===== src/rtl/collision_check_scheduler_if.sv =====
// rtl/collision_check_scheduler_if.sv - car request/operand buses, checker operands and per-car results
// The scheduler takes the slave side; cars plus the checker form the master side.
interface collision_check_scheduler_if #(
   parameter int NUM_PLAYERS = 4,
   parameter int X_WIDTH     = 12,
   parameter int Y_WIDTH     = 11,
   parameter int V_WIDTH     = 16,
   parameter int R_WIDTH     = 10
);
   logic [NUM_PLAYERS-1:0]         i_req;
   logic [NUM_PLAYERS*X_WIDTH-1:0] i_x;
   logic [NUM_PLAYERS*Y_WIDTH-1:0] i_y;
   logic [NUM_PLAYERS*V_WIDTH-1:0] i_v_x;
   logic [NUM_PLAYERS*V_WIDTH-1:0] i_v_y;
   logic [NUM_PLAYERS*R_WIDTH-1:0] i_radius;
   logic                           i_frame_clr;
   logic [X_WIDTH-1:0]             o_chk_x;
   logic [Y_WIDTH-1:0]             o_chk_y;
   logic [V_WIDTH-1:0]             o_chk_v_x;
   logic [V_WIDTH-1:0]             o_chk_v_y;
   logic [R_WIDTH-1:0]             o_chk_radius;
   logic                           i_chk_collision;
   logic [NUM_PLAYERS-1:0]         o_grant;
   logic [NUM_PLAYERS-1:0]         o_ack;
   logic                           o_hit;
   logic [NUM_PLAYERS-1:0]         o_hit_vec;
   logic                           o_busy;

   modport slave (
      input  i_req, i_x, i_y, i_v_x, i_v_y, i_radius, i_frame_clr, i_chk_collision,
      output o_chk_x, o_chk_y, o_chk_v_x, o_chk_v_y, o_chk_radius,
      output o_grant, o_ack, o_hit, o_hit_vec, o_busy
   );

   modport master (
      output i_req, i_x, i_y, i_v_x, i_v_y, i_radius, i_frame_clr, i_chk_collision,
      input  o_chk_x, o_chk_y, o_chk_v_x, o_chk_v_y, o_chk_radius,
      input  o_grant, o_ack, o_hit, o_hit_vec, o_busy
   );
endinterface


===== src/rtl/collision_check_scheduler.sv =====
// rtl/collision_check_scheduler.sv - round-robin time-sharing of one collision checker among cars
// Serves one car per IDLE->WAIT->RESP pass; operands pass through unmodified.
module collision_check_scheduler #(
   parameter int NUM_PLAYERS = 4,
   parameter int X_WIDTH     = 12,
   parameter int Y_WIDTH     = 11,
   parameter int V_WIDTH     = 16,
   parameter int R_WIDTH     = 10,
   parameter int CHK_LATENCY = 0
) (
   input  logic                      i_clk,
   input  logic                      i_rst_n,
   collision_check_scheduler_if.slave bus
);
   localparam int PTR_W = (NUM_PLAYERS > 1) ? $clog2(NUM_PLAYERS) : 1;
   localparam int CNT_W = (CHK_LATENCY > 0) ? $clog2(CHK_LATENCY + 1) : 1;

   typedef enum logic [1:0] {S_IDLE, S_WAIT, S_RESP} state_t;

   state_t                 state;
   state_t                 state_n;
   logic [NUM_PLAYERS-1:0] pend;
   logic [NUM_PLAYERS-1:0] grant_v;
   logic [NUM_PLAYERS-1:0] ack_v;
   logic [NUM_PLAYERS-1:0] hit_vec;
   logic [PTR_W-1:0]       ptr;
   logic [PTR_W-1:0]       sel;
   logic [PTR_W-1:0]       pick;
   logic [PTR_W:0]         cand;
   logic                   found;
   logic [CNT_W-1:0]       cnt;
   logic                   hit_r;

   logic [X_WIDTH-1:0]     chk_x,  pick_x;
   logic [Y_WIDTH-1:0]     chk_y,  pick_y;
   logic [V_WIDTH-1:0]     chk_vx, pick_vx;
   logic [V_WIDTH-1:0]     chk_vy, pick_vy;
   logic [R_WIDTH-1:0]     chk_r,  pick_r;

   // First pending car at or after ptr, wrapping past the last car.
   always_comb begin
      found = 1'b0;
      pick  = '0;
      cand  = '0;
      for (int i = 0; i < NUM_PLAYERS; i++) begin
         cand = {1'b0, ptr} + (PTR_W+1)'(i);
         if (cand >= (PTR_W+1)'(NUM_PLAYERS)) begin
            cand = cand - (PTR_W+1)'(NUM_PLAYERS);
         end
         if (!found && pend[cand[PTR_W-1:0]]) begin
            found = 1'b1;
            pick  = cand[PTR_W-1:0];
         end
      end
   end

   always_comb begin
      pick_x  = '0;
      pick_y  = '0;
      pick_vx = '0;
      pick_vy = '0;
      pick_r  = '0;
      for (int k = 0; k < NUM_PLAYERS; k++) begin
         if (pick == PTR_W'(k)) begin
            pick_x  = bus.i_x[k*X_WIDTH +: X_WIDTH];
            pick_y  = bus.i_y[k*Y_WIDTH +: Y_WIDTH];
            pick_vx = bus.i_v_x[k*V_WIDTH +: V_WIDTH];
            pick_vy = bus.i_v_y[k*V_WIDTH +: V_WIDTH];
            pick_r  = bus.i_radius[k*R_WIDTH +: R_WIDTH];
         end
      end
   end

   always_comb begin
      state_n = state;
      grant_v = '0;
      ack_v   = '0;
      case (state)
         S_IDLE: begin
            if (found) begin
               grant_v[pick] = 1'b1;
               state_n       = S_WAIT;
            end
         end
         S_WAIT: begin
            if (cnt == '0) begin
               state_n = S_RESP;
            end
         end
         S_RESP: begin
            ack_v[sel] = 1'b1;
            state_n    = S_IDLE;
         end
         default: state_n = S_IDLE;
      endcase
   end

   always_ff @(posedge i_clk) begin
      if (!i_rst_n) begin
         state   <= S_IDLE;
         pend    <= '0;
         ptr     <= '0;
         sel     <= '0;
         cnt     <= '0;
         hit_r   <= 1'b0;
         hit_vec <= '0;
         chk_x   <= '0;
         chk_y   <= '0;
         chk_vx  <= '0;
         chk_vy  <= '0;
         chk_r   <= '0;
      end else begin
         state <= state_n;
         // A fresh pulse on the granted car re-arms its pending bit.
         pend  <= (pend & ~grant_v) | bus.i_req;
         if (state == S_IDLE && found) begin
            sel    <= pick;
            cnt    <= CNT_W'(CHK_LATENCY);
            chk_x  <= pick_x;
            chk_y  <= pick_y;
            chk_vx <= pick_vx;
            chk_vy <= pick_vy;
            chk_r  <= pick_r;
         end
         if (state == S_WAIT) begin
            if (cnt != '0) begin
               cnt <= cnt - 1'b1;
            end else begin
               hit_r <= bus.i_chk_collision;
            end
         end
         if (state == S_RESP) begin
            ptr <= (sel == PTR_W'(NUM_PLAYERS - 1)) ? '0 : sel + 1'b1;
         end
         // A hit landing with a frame clear survives the clear.
         hit_vec <= (bus.i_frame_clr ? '0 : hit_vec) | (hit_r ? ack_v : '0);
      end
   end

   assign bus.o_chk_x      = chk_x;
   assign bus.o_chk_y      = chk_y;
   assign bus.o_chk_v_x    = chk_vx;
   assign bus.o_chk_v_y    = chk_vy;
   assign bus.o_chk_radius = chk_r;
   assign bus.o_grant      = grant_v;
   assign bus.o_ack        = ack_v;
   assign bus.o_hit        = (state == S_RESP) && hit_r;
   assign bus.o_hit_vec    = hit_vec;
   assign bus.o_busy       = (state != S_IDLE);
endmodule


===== src/flat_wrapper.sv =====
// flat-port wrapper written by rule: the top's interface ports become plain ports
module collision_check_scheduler_flat 
#(
   parameter int NUM_PLAYERS = 4,
   parameter int X_WIDTH     = 12,
   parameter int Y_WIDTH     = 11,
   parameter int V_WIDTH     = 16,
   parameter int R_WIDTH     = 10,
   parameter int CHK_LATENCY = 0
)
  (i_clk, i_rst_n, bus_i_req, bus_i_x, bus_i_y, bus_i_v_x, bus_i_v_y, bus_i_radius, bus_i_frame_clr, bus_i_chk_collision, bus_o_chk_x, bus_o_chk_y, bus_o_chk_v_x, bus_o_chk_v_y, bus_o_chk_radius, bus_o_grant, bus_o_ack, bus_o_hit, bus_o_hit_vec, bus_o_busy);
  collision_check_scheduler_if #(.NUM_PLAYERS(NUM_PLAYERS), .X_WIDTH(X_WIDTH), .Y_WIDTH(Y_WIDTH), .V_WIDTH(V_WIDTH), .R_WIDTH(R_WIDTH)) bus_i ();
  input  logic i_clk;
  input  logic i_rst_n;
  input wire logic [$bits(bus_i.i_req)-1:0] bus_i_req;
  input wire logic [$bits(bus_i.i_x)-1:0] bus_i_x;
  input wire logic [$bits(bus_i.i_y)-1:0] bus_i_y;
  input wire logic [$bits(bus_i.i_v_x)-1:0] bus_i_v_x;
  input wire logic [$bits(bus_i.i_v_y)-1:0] bus_i_v_y;
  input wire logic [$bits(bus_i.i_radius)-1:0] bus_i_radius;
  input wire logic [$bits(bus_i.i_frame_clr)-1:0] bus_i_frame_clr;
  input wire logic [$bits(bus_i.i_chk_collision)-1:0] bus_i_chk_collision;
  output wire logic [$bits(bus_i.o_chk_x)-1:0] bus_o_chk_x;
  output wire logic [$bits(bus_i.o_chk_y)-1:0] bus_o_chk_y;
  output wire logic [$bits(bus_i.o_chk_v_x)-1:0] bus_o_chk_v_x;
  output wire logic [$bits(bus_i.o_chk_v_y)-1:0] bus_o_chk_v_y;
  output wire logic [$bits(bus_i.o_chk_radius)-1:0] bus_o_chk_radius;
  output wire logic [$bits(bus_i.o_grant)-1:0] bus_o_grant;
  output wire logic [$bits(bus_i.o_ack)-1:0] bus_o_ack;
  output wire logic [$bits(bus_i.o_hit)-1:0] bus_o_hit;
  output wire logic [$bits(bus_i.o_hit_vec)-1:0] bus_o_hit_vec;
  output wire logic [$bits(bus_i.o_busy)-1:0] bus_o_busy;
  assign bus_i.i_req = bus_i_req;
  assign bus_i.i_x = bus_i_x;
  assign bus_i.i_y = bus_i_y;
  assign bus_i.i_v_x = bus_i_v_x;
  assign bus_i.i_v_y = bus_i_v_y;
  assign bus_i.i_radius = bus_i_radius;
  assign bus_i.i_frame_clr = bus_i_frame_clr;
  assign bus_i.i_chk_collision = bus_i_chk_collision;
  assign bus_o_chk_x = bus_i.o_chk_x;
  assign bus_o_chk_y = bus_i.o_chk_y;
  assign bus_o_chk_v_x = bus_i.o_chk_v_x;
  assign bus_o_chk_v_y = bus_i.o_chk_v_y;
  assign bus_o_chk_radius = bus_i.o_chk_radius;
  assign bus_o_grant = bus_i.o_grant;
  assign bus_o_ack = bus_i.o_ack;
  assign bus_o_hit = bus_i.o_hit;
  assign bus_o_hit_vec = bus_i.o_hit_vec;
  assign bus_o_busy = bus_i.o_busy;
  collision_check_scheduler #(.NUM_PLAYERS(NUM_PLAYERS), .X_WIDTH(X_WIDTH), .Y_WIDTH(Y_WIDTH), .V_WIDTH(V_WIDTH), .R_WIDTH(R_WIDTH), .CHK_LATENCY(CHK_LATENCY)) u_core (.i_clk(i_clk), .i_rst_n(i_rst_n), .bus(bus_i));
endmodule

===== config.mk =====
export PLATFORM = sky130hd
export DESIGN_NAME = collision_check_scheduler_flat
export DESIGN_NICKNAME = d
export VERILOG_FILES = /design/src/rtl/collision_check_scheduler_if.sv /design/src/rtl/collision_check_scheduler.sv /design/src/flat_wrapper.sv
export SDC_FILE = /design/constraint.sdc
export NUM_CORES = 1
export LEC_CHECK = 0
export CAP_MARGIN = 0
export CORE_ASPECT_RATIO = 1.25
export CORE_MARGIN = 10
export CORE_UTILIZATION = 34
export DETAILED_ROUTE_END_ITERATION = 7
export GPL_ROUTABILITY_DRIVEN = 0
export PLACE_DENSITY = 0.78
export SYNTH_ARGS = -nofsm -noshare
export SYNTH_HDL_FRONTEND = slang
export SYNTH_SLANG_ARGS = --single-unit

===== constraint.sdc =====
create_clock -name i_clk -period 1.7 [get_ports i_clk]
set_input_delay 0.425 -clock i_clk [delete_from_list [all_inputs] [get_ports i_clk]]
set_output_delay 0.425 -clock i_clk [all_outputs]
set_load 0.01 [all_outputs]

# == Word level (Yosys, flattened, before mapping) ==
# Index checks and enable logic that the tools add are counted.
# Widths: inputs -> output; s select.
# totals
elab_cells,117
ff_bits,81
out_inout_bits,79
inputBits,268
# classes
bitwise,5
n_addsub,9
magnitude_cmp,12
n_reduce_logical,15
n_mux,56
n_eq_ne,8
# op_table
cell,count
$mux 16,8
$mux 12,4
$mux 11,4
$mux 10,4
$mux 2,11
$mux 4,5
$lt 2x3->1 const B,6
$mux 1,13
$ge 3x3->1 const B,3
$bmux 1 s2,4
$eq 2x2->1 const B,4
$or 4x4->4,2
$sub 2x1->2 const B,4
$logic_and 1x1->1,7
$add 2x2->3 const B,2
$and 4x4->4,1
$demux 1 s2,2
$eq 2x1->1 const B,2
$ge 2x1->1 const B,2
$logic_not 2->1,2
$not 4->4,1
$pmux 2 s2,1
$reduce_and 2->1,2
$add 2x1->3 const B,1
other kinds (8),10

# == Depth between registers and ports, before layout ==
# Gate-level depths: netlist (run 1).
# logic_depth
ltp_word,23
depth_mapped,7
depth_no_buf,5

# == Worst setup path after synthesis (run 1) ==
# No wires, ideal clock.
# synth_path
path_type,register to output
startpoint,reg u_core.pend[0]
endpoint,out bus_o_grant[2]
stages_incl_launch_ff,7
slack_ns,-0.310
t_required_ns,1.275
t_arrival_ns,1.585
n_path_buf,2
path_cell_list,dfxtp_1 > nor2b_4 > o21ba_2 > or2_1 > buf_2 > buf_2 > nor3_1
# synth_between
elab_chain_cells,18
word_cells_on_any_way,29
classes_between,order compare: 2; mux: 20; reduce/logical: 7
# synth_lines
element,line_no,text
start: declaration,collision_check_scheduler.sv:22,logic [NUM_PLAYERS-1:0] pend;
start signal: assignment,collision_check_scheduler.sv:115,pend <= (pend & ~grant_v) | bus.i_req;
$bmux 1 s2,collision_check_scheduler.sv:50,if (!found && pend[cand[PTR_W-1:0]]) begin
$mux 1 (implied by the code),collision_check_scheduler.sv:50,
$mux 1,collision_check_scheduler.sv:50,
$logic_not 1->1,collision_check_scheduler.sv:50,
$logic_and 1x1->1,collision_check_scheduler.sv:50,
$mux 1,collision_check_scheduler.sv:50,
$logic_not 1->1,collision_check_scheduler.sv:50,
$logic_and 1x1->1,collision_check_scheduler.sv:50,
[... 2 more ...],-,
$logic_and 1x1->1,collision_check_scheduler.sv:50,
$mux 2,collision_check_scheduler.sv:50,
$lt 2x3->1 (implied by the code) or $ge 2x1->1 (tied branches),collision_check_scheduler.sv:81,grant_v[pick] = 1'b1;
$logic_and 1x1->1 (implied by the code),collision_check_scheduler.sv:81,
$mux 1 (implied by the code),collision_check_scheduler.sv:81,
$demux 1 s2,-,
$mux 4 (*),collision_check_scheduler.sv:80,if (found) begin
$mux 4 (*),collision_check_scheduler.sv:78,case (state)
end: declaration,flat_wrapper.sv:28,output wire logic [$bits(bus_i.o_grant)-1:0] bus_o_grant;
# Every way passes the cells marked *; elsewhere a longest branch is shown, timed or not. The select of a mux whose other input is x is not followed.

# == Worst setup path after layout (run 1) ==
# layout_path
startpoint,reg u_core.pend[2]
endpoint,out bus_o_grant[0]
# The elaborated chain is that of the path after synthesis.

==> key figures, run 1 <==
Outcome
  • Outcome: finished, violations left
  • Failing checks: setup timing

Timing
  • Pins Over Slew Limit: 0
  • Endpoints failing hold: 0
  • Post-Route Setup TNS: -19.58 ns
  • Tcrit/Tclk final: 123%
  • Worst-Margin Slew: 0.496 ns
  • Worst setup margin: -0.392 ns
  • Final setup skew: 0.0109 ns
  • Slew HR: 66.6%
  • Unrepaired setup endpoints after global routing: yes
  • Final setup fails: 72
  • Maximum clock frequency: 478 MHz
  • Final Critical Period: 2.09 ns

Clocking
  • Root buffer cell: clkbuf_16
  • CTS tree: done
  • CTS Buf Count: 9
  • Deepest clock path buffer count: 2
  • Clk_lat worst skew: 0.35 ns
  • Clock sinks: 81
  • Clk pin slew, worst setup/hold paths: 0.06 ns
  • Hold Buf Count CTS: 0
  • H-tree levels: 3

Yosys
  • Post-synthesis cell area: 0.00549 sq mm
  • Post-synth EDFFs: 0
  • Cell variety after synth: 42
  • Yosys warns: 0
  • Top_reg_cell synth: dfxtp_1
  • Share of the synthesized area in the top cell type: 29.6%
  • Register area share after synthesis: 29.6%
  • Asr flop ratio synth: 0%
  • Gate count after technology mapping: 619
  • Top cells by area, synth: dfxtp_1, o211ai_2, mux2i_1
  • Post-synthesis register bit count: 81
  • Syn_nets: 891
  • Synth area leader: dfxtp_1
  • Post-Syn Area per Cell: 8.86 sq um

Critical path
  • Setup CP Type: reg -> out
  • Worst-path fanout max: 4
  • Worst path required time: 1.27 ns
  • Arrival time at the worst endpoint: 1.67 ns
  • CP Capture Type: primary output
  • FF-to-FF setup slack: -0.35 ns
  • Critical Path Start Type: flip-flop
  • RR Startpoint: u_core.pend[2]
  • Critical Path Start: u_core.pend[2]

Cells and area
  • Synth-to-layout area growth: 89.3%
  • Layout cells sized above 1: 23.5%
  • Final net count: 1249
  • Most common cell after layout, fill and taps aside: clkdlybuf4s50_1
  • Most frequent cells in the layout: clkdlybuf4s50_1, dfxtp_1, nand2_1
  • Final Cell Area: 0.0104 sq mm

Floorplanning
  • Initial Util: 34.9%
  • Chip Width: 134 um
  • Core area: 0.0157 sq mm
  • IO Pins: 347
  • Num rows: 51
  • Die height: 162 um
  • DIE AREA: 0.0216 sq mm

Route
  • DR DRC count: 0
  • Post-Route WL: 26900 um
  • First-pass DRT Iterations: 5
  • DR vias/cell: 5.47
  • Routed Antenna Nets: 0
  • DR iter-0 viols: 477
  • Routed len/inst: 22.5 um
  • Total number of vias: 6547

Worst hold path
  • Hold crit path type: reg -> reg
  • Hold path startpoint: u_core.bus.o_chk_x[10]

Run
  • Max cap viols: 0

Placed design
  • Hpwl dp: 19800 um
  • # port buffers: 346
  • Placed cell area: 0.00946 sq mm

Global route
  • Vias in the first global route: 6784
  • Initial antenna violation count: 3
  • GRT overflow: 0
  • Total Routing Usage GR: 22.9%
  • Largest net degree at the start of global routing: 52
  • Global-route wire length before repair: 39100 um

Pwr
  • PD cells: 837 mW/mm^2
  • VDD IR-drop max: 0.000575 V
  • Leakage power: 4.45 nW
[worst max-delay path: stages (launching register included)]
cell and delay, ns:
dfxtp_2 0.33, nor2b_4 0.14, or4_4 0.53, nand2_4 0.12
nor3_4 0.04, buf_2 0.15
[worst paths after layout]
check | end | depth (start not counted)
max | bus_o_grant[0] | 5
min | u_core.bus.o_chk_x[10] | 2
max reg2reg | u_core.bus.o_chk_v_x[3] | 7
min reg2reg | u_core.bus.o_chk_x[10] | 2
[stage by stage]
step                power [mW]  utilization (%)  hold WS (ns)  std cells  setup slack, ns
detailed placement        5.89             60.2         0.455       1169           -0.478
floorplan                 4.10                -         0.425        619           -0.124
finish                    8.69             66.1         0.466       1196           -0.392
global placement          5.85             60.2         0.434       1169           -0.439
CTS                       8.60             64.4         0.464       1191           -0.408
global route              9.06             66.1         0.472       1196           -0.440
[kinds of logic after synthesis]
| logic type | synth area share (%) |
|---|---|
| DFF | 29.6 |
| buffers and inverters | 7.71 |
| muxes | 9.67 |
| adders and majority gates | 0.912 |
| and+or+nand+nor | 18.2 |
| AOI/OAI and AO/OA | 34.0 |
[where the power goes]
group | total (mW) | internal [mW] | switching (mW)
logic | 3.80 | 2.05 | 1.75
clock network | 2.51 | 1.63 | 0.873
registers | 2.38 | 2.20 | 0.177
total | 8.69 | 5.89 | 2.80
[synthesized netlist by cell type (2+ instances only)]
library cell / number
a211o_1: 52
a211oi_1: 14
a211oi_2: 2
a21boi_0: 3
a22oi_1: 4
and2_1: 9
and3_1: 14
buf_1: 4
buf_12: 5
buf_2: 33
clkbuf_1: 23
dfxtp_1: 81
ha_1: 4
inv_1: 6
mux2i_1: 53
nand2_1: 57
nand2_2: 2
nand2b_1: 15
nand3_1: 51
nor2_1: 8
nor2b_1: 8
nor3_1: 11
nor3_2: 6
o211ai_2: 51
o21a_1: 3
o21ai_0: 55
o21ai_2: 2
o31a_1: 2
o31ai_1: 14
o41ai_1: 14
or4_4: 2
[final cells by class]
cell class                 count  area, sq um
fill                        1260         5320
timing repair buffer         415         4300
multi-input combinational    464         3770
sequential                    81         1650
tap                          212          265
clock buffer                  10          239
clock inverter                 6          138
inverter                       6         22.5
antenna                        2         5.00
[flip-flops by register name, indices dropped and copies added, names as in the netlist, 4 cells and up]
register and cells:
u_core.bus.o_chk_v_y 16, u_core.bus.o_hit_vec 4, u_core.bus.o_chk_x 12, u_core.bus.o_chk_y 11, u_core.pend 4, u_core.bus.o_chk_v_x 16, u_core.bus.o_chk_radius 10
[metal layers]
metal / wire length [um] / up-vias / part of all wire [%] / GRT usage, %
met4: 806 / 2 / 3.0 / 9.56
li1: - / 3053 / - / -
met1: 10100 / 3124 / 38 / 24.7
met5: 13 / - / 0.048 / 0
met3: 2070 / 50 / 7.7 / 6.33
met2: 13900 / 318 / 52 / 40.9
[what timing repair did]
| action | CTS | global route |
|---|---|---|
| gates cloned | 3 | 1 |
| setup endpoints to repair | 95 | 105 |
| gates resized for setup | 114 | 70 |
| setup buffers | 3 | 3 |
| pin swaps | 7 | 14 |
(Power assumes the default switching activity.)
==> run 2, diff against run 1 <==
Settings changed: MAX_ROUTING_LAYER from default to met4, SKIP_CTS_REPAIR_TIMING from default to 1.
==> key figures, run 2 (synthesis results as in run 1) <==
Outcome
  • Outcome: finished, violations left (unchanged)
  • Failing checks: setup timing (unchanged)

Critical path
  • Cells along the critical path: nor2b_4 > or4_4 > nand2_4 > nor3_4 > clkbuf_2 (was nor2b_4 > or4_4 > nand2_4 > nor3_4 > buf_2)
  • WP buf/inv: 1 (unchanged)
  • CP Capture Type: primary output (unchanged)
  • Arrival time at the worst endpoint: 1.67 ns (about the same)
  • Worst path required time: 1.27 ns (about the same)
  • Critical-path top delay cell: or4_4 (unchanged)
  • Worst-path fanout max: 4 (unchanged)
  • Max incr delay on CP: 0.54 ns (was 0.53 ns)
  • Setup CP Type: reg -> out (unchanged)
  • Top delay family on crit path: simple AND/OR/NAND/NOR gates (unchanged)
  • Critical Path Start Type: flip-flop (unchanged)

Global route
  • GRT overflow: 0 (unchanged)
  • Largest net degree at the start of global routing: 52 (unchanged)
  • Global-route wire length before repair: 37800 um (was 39100 um)
  • Initial antenna violation count: 2 (was 3)
  • Total Routing Usage GR: 22.7% (was 22.9%)
  • Vias in the first global route: 6646 (was 6784)

Route
  • DR iter-0 viols: 387 (was 477)
  • Routed len/inst: 22.3 um (was 22.5 um)
  • Total number of vias: 6447 (was 6547)
  • Post-Route WL: 26600 um (was 26900 um)
  • DR DRC count: 0 (unchanged)
  • First-pass DRT Iterations: 5 (unchanged)
  • Routed Antenna Nets: 0 (unchanged)
  • DR vias/cell: 5.41 (was 5.47)

Floorplanning
  • Die height: 162 um (unchanged)
  • Core area: 0.0157 sq mm (unchanged)
  • IO Pins: 347 (unchanged)
  • Initial Util: 34.9% (unchanged)
  • Chip Width: 134 um (unchanged)
  • Num rows: 51 (unchanged)
  • DIE AREA: 0.0216 sq mm (unchanged)

Cells and area
  • Most common cell after layout, fill and taps aside: clkdlybuf4s50_1 (unchanged)
  • Most frequent cells in the layout: clkdlybuf4s50_1, dfxtp_1, nand2_1 (unchanged)
  • Synth-to-layout area growth: 87.8% (was 89.3%)
  • Fillers: 1273 (was 1260)
  • Multi-input logic area: 0.00372 sq mm (was 0.00377 sq mm)
  • Layout cells sized above 1: 22.7% (was 23.5%)
  • Final net count: 1245 (was 1249)
  • Seq. cell area: 0.00164 sq mm (was 0.00165 sq mm)

Clocking
  • Clk pin slew, worst setup/hold paths: 0.06 ns (about the same)
  • CTS Buf Count: 9 (unchanged)
  • Deepest clock path buffer count: 2 (unchanged)
  • H-tree levels: 3 (unchanged)
  • Clock sinks: 81 (unchanged)
  • Clk_lat worst skew: 0.35 ns (about the same)
  • Root buffer cell: clkbuf_16 (unchanged)
  • CTS tree: done (unchanged)

Pwr
  • PD cells: 836 mW/mm^2 (was 837 mW/mm^2)
  • VDD IR-drop max: 0.000600 V (was 0.000575 V)
  • Leakage power: 4.63 nW (was 4.45 nW)

Timing
  • Unrepaired setup endpoints after global routing: yes (unchanged)
  • Tcrit/Tclk final: 123% (about the same)
  • Final setup skew: 0.00987 ns (was 0.0109 ns)
  • Worst-Margin Slew: 0.414 ns (was 0.496 ns)
  • Maximum clock frequency: 477 MHz (was 478 MHz)
  • Slew HR: 72.4% (was 66.6%)
  • Final setup fails: 73 (was 72)
  • Post-Route Setup TNS: -18.73 ns (was -19.58 ns)
  • Pins Over Slew Limit: 0 (unchanged)
  • Final Critical Period: 2.09 ns (about the same)
  • Endpoints failing hold: 0 (unchanged)
  • Hold WS: 0.467 ns (was 0.466 ns)
  • Worst setup margin: -0.395 ns (was -0.392 ns)

Placed design
  • Hpwl dp: 19800 um (unchanged)
  • Dpl ws: -0.478 ns (unchanged)
  • # port buffers: 346 (unchanged)

Run
  • Max cap viols: 0 (unchanged)

Worst hold path
  • Hold crit path type: reg -> reg (unchanged)
## run 2: changes by cell type in the layout (fill, tap and decap cells not counted), moves of 6 or more
| cell | change |
|---|---|
| a211oi_1 | +9 |
| a211oi_2 | -9 |
| buf_6 | -6 |
| dlygate4sd2_1 | -16 |
| dlymetal6s2s_1 | +18 |
## run 2: area by class of cell
| type | count | share of cell area, % |
|---|---|---|
| Tap cell | 212 | 2.58 |
| Multi-Input combinational cell | 464 | 36.2 |
| Antenna cell | 2 | 0.0486 |
| Timing Repair Buffer | 411 | 41.4 |
| Inverter | 6 | 0.219 |
| Clock buffer | 10 | 2.32 |
| Clock inverter | 6 | 1.34 |
| Sequential cell | 81 | 15.9 |
## run 2: path summary, 6_finish.rpt
| check | startpoint | endpoint | cells after the start | slack, ns |
|---|---|---|---|---|
| max | u_core.pend[2] | bus_o_grant[0] | 5 | -0.39 |
| max reg2reg | u_core.pend[2] | u_core.bus.o_chk_x[7] | 7 | -0.35 |
| min reg2reg | u_core.bus.o_chk_x[10] | u_core.bus.o_chk_x[10] | 2 | 0.47 |
| min | u_core.bus.o_chk_x[10] | u_core.bus.o_chk_x[10] | 2 | 0.47 |
## run 2: stage by stage
| stage | instance area [sq um] | utilization, % | instances | total power [mW] |
|---|---|---|---|---|
| floorplan | 5570 | - | 619 | 4.10 |
| global placement | 9460 | 60.2 | 1169 | 5.85 |
| detailed placement | 9460 | 60.2 | 1169 | 5.89 |
| CTS | 9830 | 62.6 | 1185 | 8.42 |
| global route | 10300 | 65.6 | 1192 | 8.97 |
| finish | 10300 | 65.6 | 1192 | 8.61 |
## run 2: metal layers
metal  up-vias  global-route usage (%)  share of wire, %
met5         -                       -                 0
met4         0                    8.87               2.3
met3        38                    5.12               6.3
met2       263                    39.1                52
met1      3098                    24.8                39
li1       3048                       -                 -
## run 2: tightest hold or removal path, cell delays in order, from the launching register on
cell	delay, ns
dfxtp_1	0.32
nand2_1	0.06
o211ai_2	0.06
## run 2: power breakdown
group	total (mW)	internal, mW	switching [mW]	leakage (nW)
logic	3.72	2.01	1.71	3.78
clock network	2.51	1.63	0.872	0.183
registers	2.38	2.21	0.174	0.672
==> run 3, diff against run 2 <==
Settings changed: CORE_UTILIZATION 34 to 40, CTS_CLUSTER_SIZE from default to 25, PLACE_DENSITY 0.78 to 0.87.
Clock period 1.7 ns to 2.5 ns, I/O delays scaled along.
==> key figures, run 3 (synthesis results as in run 1) <==
Outcome
  • Outcome: complete, no violations (was finished, violations left)

Cells and area
  • Most common cell after layout, fill and taps aside: clkdlybuf4s50_1 (unchanged)
  • Synth-to-layout area growth: 70.9% (was 87.8%)
  • Layout cells sized above 1: 12.9% (was 22.7%)
  • Most frequent cells in the layout: clkdlybuf4s50_1, dfxtp_1, nand2_1 (unchanged)
  • Final net count: 1206 (was 1245)
  • Utilization after layout: 70.2% (was 65.6%)
  • Fillers: 1036 (was 1273)

Timing
  • Pins Over Slew Limit: 0 (unchanged)
  • Hold WS: 0.448 ns (was 0.467 ns)
  • Final setup skew: 0.00710 ns (was 0.00987 ns)
  • Tcrit/Tclk final: 95.7%
  • Maximum clock frequency: 418 MHz
  • Unrepaired setup endpoints after global routing: no (was yes)
  • Slew HR: 50.5% (was 72.4%)
  • Worst-Margin Slew: 0.743 ns (was 0.414 ns)
  • Final Critical Period: 2.39 ns
  • Final setup fails: 0 (was 73)
  • Endpoints failing hold: 0 (unchanged)

Floorplanning
  • IO Pins: 347 (unchanged)
  • Die height: 151 um (was 162 um)
  • Num rows: 47 (was 51)
  • Chip Width: 125 um (was 134 um)
  • Core area: 0.0133 sq mm (was 0.0157 sq mm)
  • Initial Util: 41.1% (was 34.9%)
  • DIE AREA: 0.0188 sq mm (was 0.0216 sq mm)

Run
  • Max cap viols: 0 (unchanged)

Critical path
  • Crit. path cell count: 5 (unchanged)
  • RR Startpoint: u_core.pend[1] (was u_core.pend[2])
  • Cells along the critical path: nor2b_4 > or4_4 > nand2_4 > nor3_1 > dlymetal6s2s_1 (was nor2b_4 > or4_4 > nand2_4 > nor3_4 > clkbuf_2)
  • Cells on worst reg2reg path: 7 (unchanged)
  • Critical-path top delay cell: or4_4 (unchanged)
  • Setup CP Type: reg -> out (unchanged)
  • FF-to-FF End: u_core.bus.o_chk_x[0] (was u_core.bus.o_chk_x[7])
  • Top delay family on crit path: simple AND/OR/NAND/NOR gates (unchanged)
  • Worst-path fanout max: 8 (was 4)
  • Worst path required time: 1.88 ns (was 1.27 ns)
  • Worst Setup EP: bus_o_grant[0] (unchanged)
  • Critical Path Start Type: flip-flop (unchanged)
  • FF-to-FF setup slack: 0.21 ns (was -0.35 ns)
  • WP buf/inv: 1 (unchanged)
  • Critical Path Start: u_core.pend[0] (was u_core.pend[2])
  • Max incr delay on CP: 0.54 ns (about the same)
  • Arrival time at the worst endpoint: 1.77 ns (was 1.67 ns)
  • CP Capture Type: primary output (unchanged)

Route
  • Routed Antenna Nets: 0 (unchanged)
  • Post-Route WL: 24900 um (was 26600 um)
  • Routed len/inst: 22.4 um (was 22.3 um)
  • First-pass DRT Iterations: 7 (was 5)
  • DR vias/cell: 5.69 (was 5.41)
  • Total number of vias: 6321 (was 6447)
  • DR iter-0 viols: 414 (was 387)
  • DR DRC count: 0 (unchanged)

Global route
  • Initial antenna violation count: 1 (was 2)
  • Global-route wire length before repair: 37800 um (about the same)
  • Met3 Usage GRT: 6.99% (was 5.12%)
  • Met1 usage: 27.6% (was 24.8%)
  • Busiest grt layer: met2 (unchanged)
  • GRT overflow: 0 (unchanged)
  • Vias in the first global route: 6701 (was 6646)
  • Largest net degree at the start of global routing: 78 (was 52)
  • Total Routing Usage GR: 25.7% (was 22.7%)
  • M2 GR Usage: 43.3% (was 39.1%)

Placed design
  • Hpwl dp: 18700 um (was 19800 um)
  • # port buffers: 346 (unchanged)

Pwr
  • Overall power: 5.08 mW (was 8.61 mW)
  • VDD IR-drop max: 0.000312 V (was 0.000600 V)
  • Leakage power: 3.61 nW (was 4.63 nW)
  • PD cells: 542 mW/mm^2 (was 836 mW/mm^2)

Clocking
  • CTS tree: done (unchanged)
  • Clk pin slew, worst setup/hold paths: 0.06 ns (about the same)
  • H-tree levels: 3 (unchanged)
  • Deepest clock path buffer count: 2 (unchanged)
  • Clock sinks: 81 (unchanged)
  • CTS Buf Count: 9 (unchanged)
  • Clk_lat worst skew: 0.34 ns (was 0.35 ns)
  • Root buffer cell: clkbuf_16 (unchanged)

Worst hold path
  • Hold crit path type: reg -> reg (unchanged)
  • Worst Hold Depth: 1 (was 2)
## run 3: changes by cell type in the layout (fill, tap and decap cells not counted), sizes merged
cell,delta
bufinv,-4
clkbuf,-6
buf,-43
diode,-1
clkinvlp,+2
dlymetal6s2s,-41
inv,-1
clkinv,+3
clkdlybuf4s50,+51
## run 3: how the worst min path moves through the flow
stage	start	slack, ns	end
CTS	u_core.cnt	0.45	u_core.cnt
detailed placement	u_core.cnt	0.44	u_core.cnt
floorplan	u_core.cnt	0.42	u_core.cnt
finish	u_core.cnt	0.45	u_core.cnt
global placement	u_core.cnt	0.43	u_core.cnt
global route	u_core.cnt	0.46	u_core.cnt
## run 3: final cells by class
cell class / count / area, sq um / area share [%]
well taps: 171 / 214 / 2.28
diodes: 1 / 2.50 / 0.0267
multi-input cells: 464 / 3490 / 37.2
clock inverters: 6 / 35.0 / 0.374
repair buffers: 372 / 3760 / 40.1
flip-flops and latches: 81 / 1630 / 17.3
clock buffers: 10 / 229 / 2.44
inverters: 6 / 22.5 / 0.240
## run 3: per-stage QoR
stage               TNS [ns]  instance area, sq um  worst slack [ns]  cells
finish                     0                  9380             0.107   1111
global route               0                  9380            0.0120   1111
CTS                    -1.17                  9340            -0.331   1110
detailed placement         0                  9070            0.0678   1094
global placement           0                  9070             0.114   1094
floorplan                  0                  5490             0.290    619
## run 3: layer usage
layer | vias up | part of all wire, %
li1 | 2965 | -
met1 | 2951 | 38
met2 | 340 | 50
met3 | 65 | 7.7
met4 | 0 | 4.7
met5 | - | 0
## run 3: power by group
part | switching, mW | total (mW) | internal (mW)
sequential | 0.115 | 1.61 | 1.50
combinational | 1.05 | 2.25 | 1.20
clock | 0.553 | 1.22 | 0.667
total | 1.72 | 5.08 | 3.36
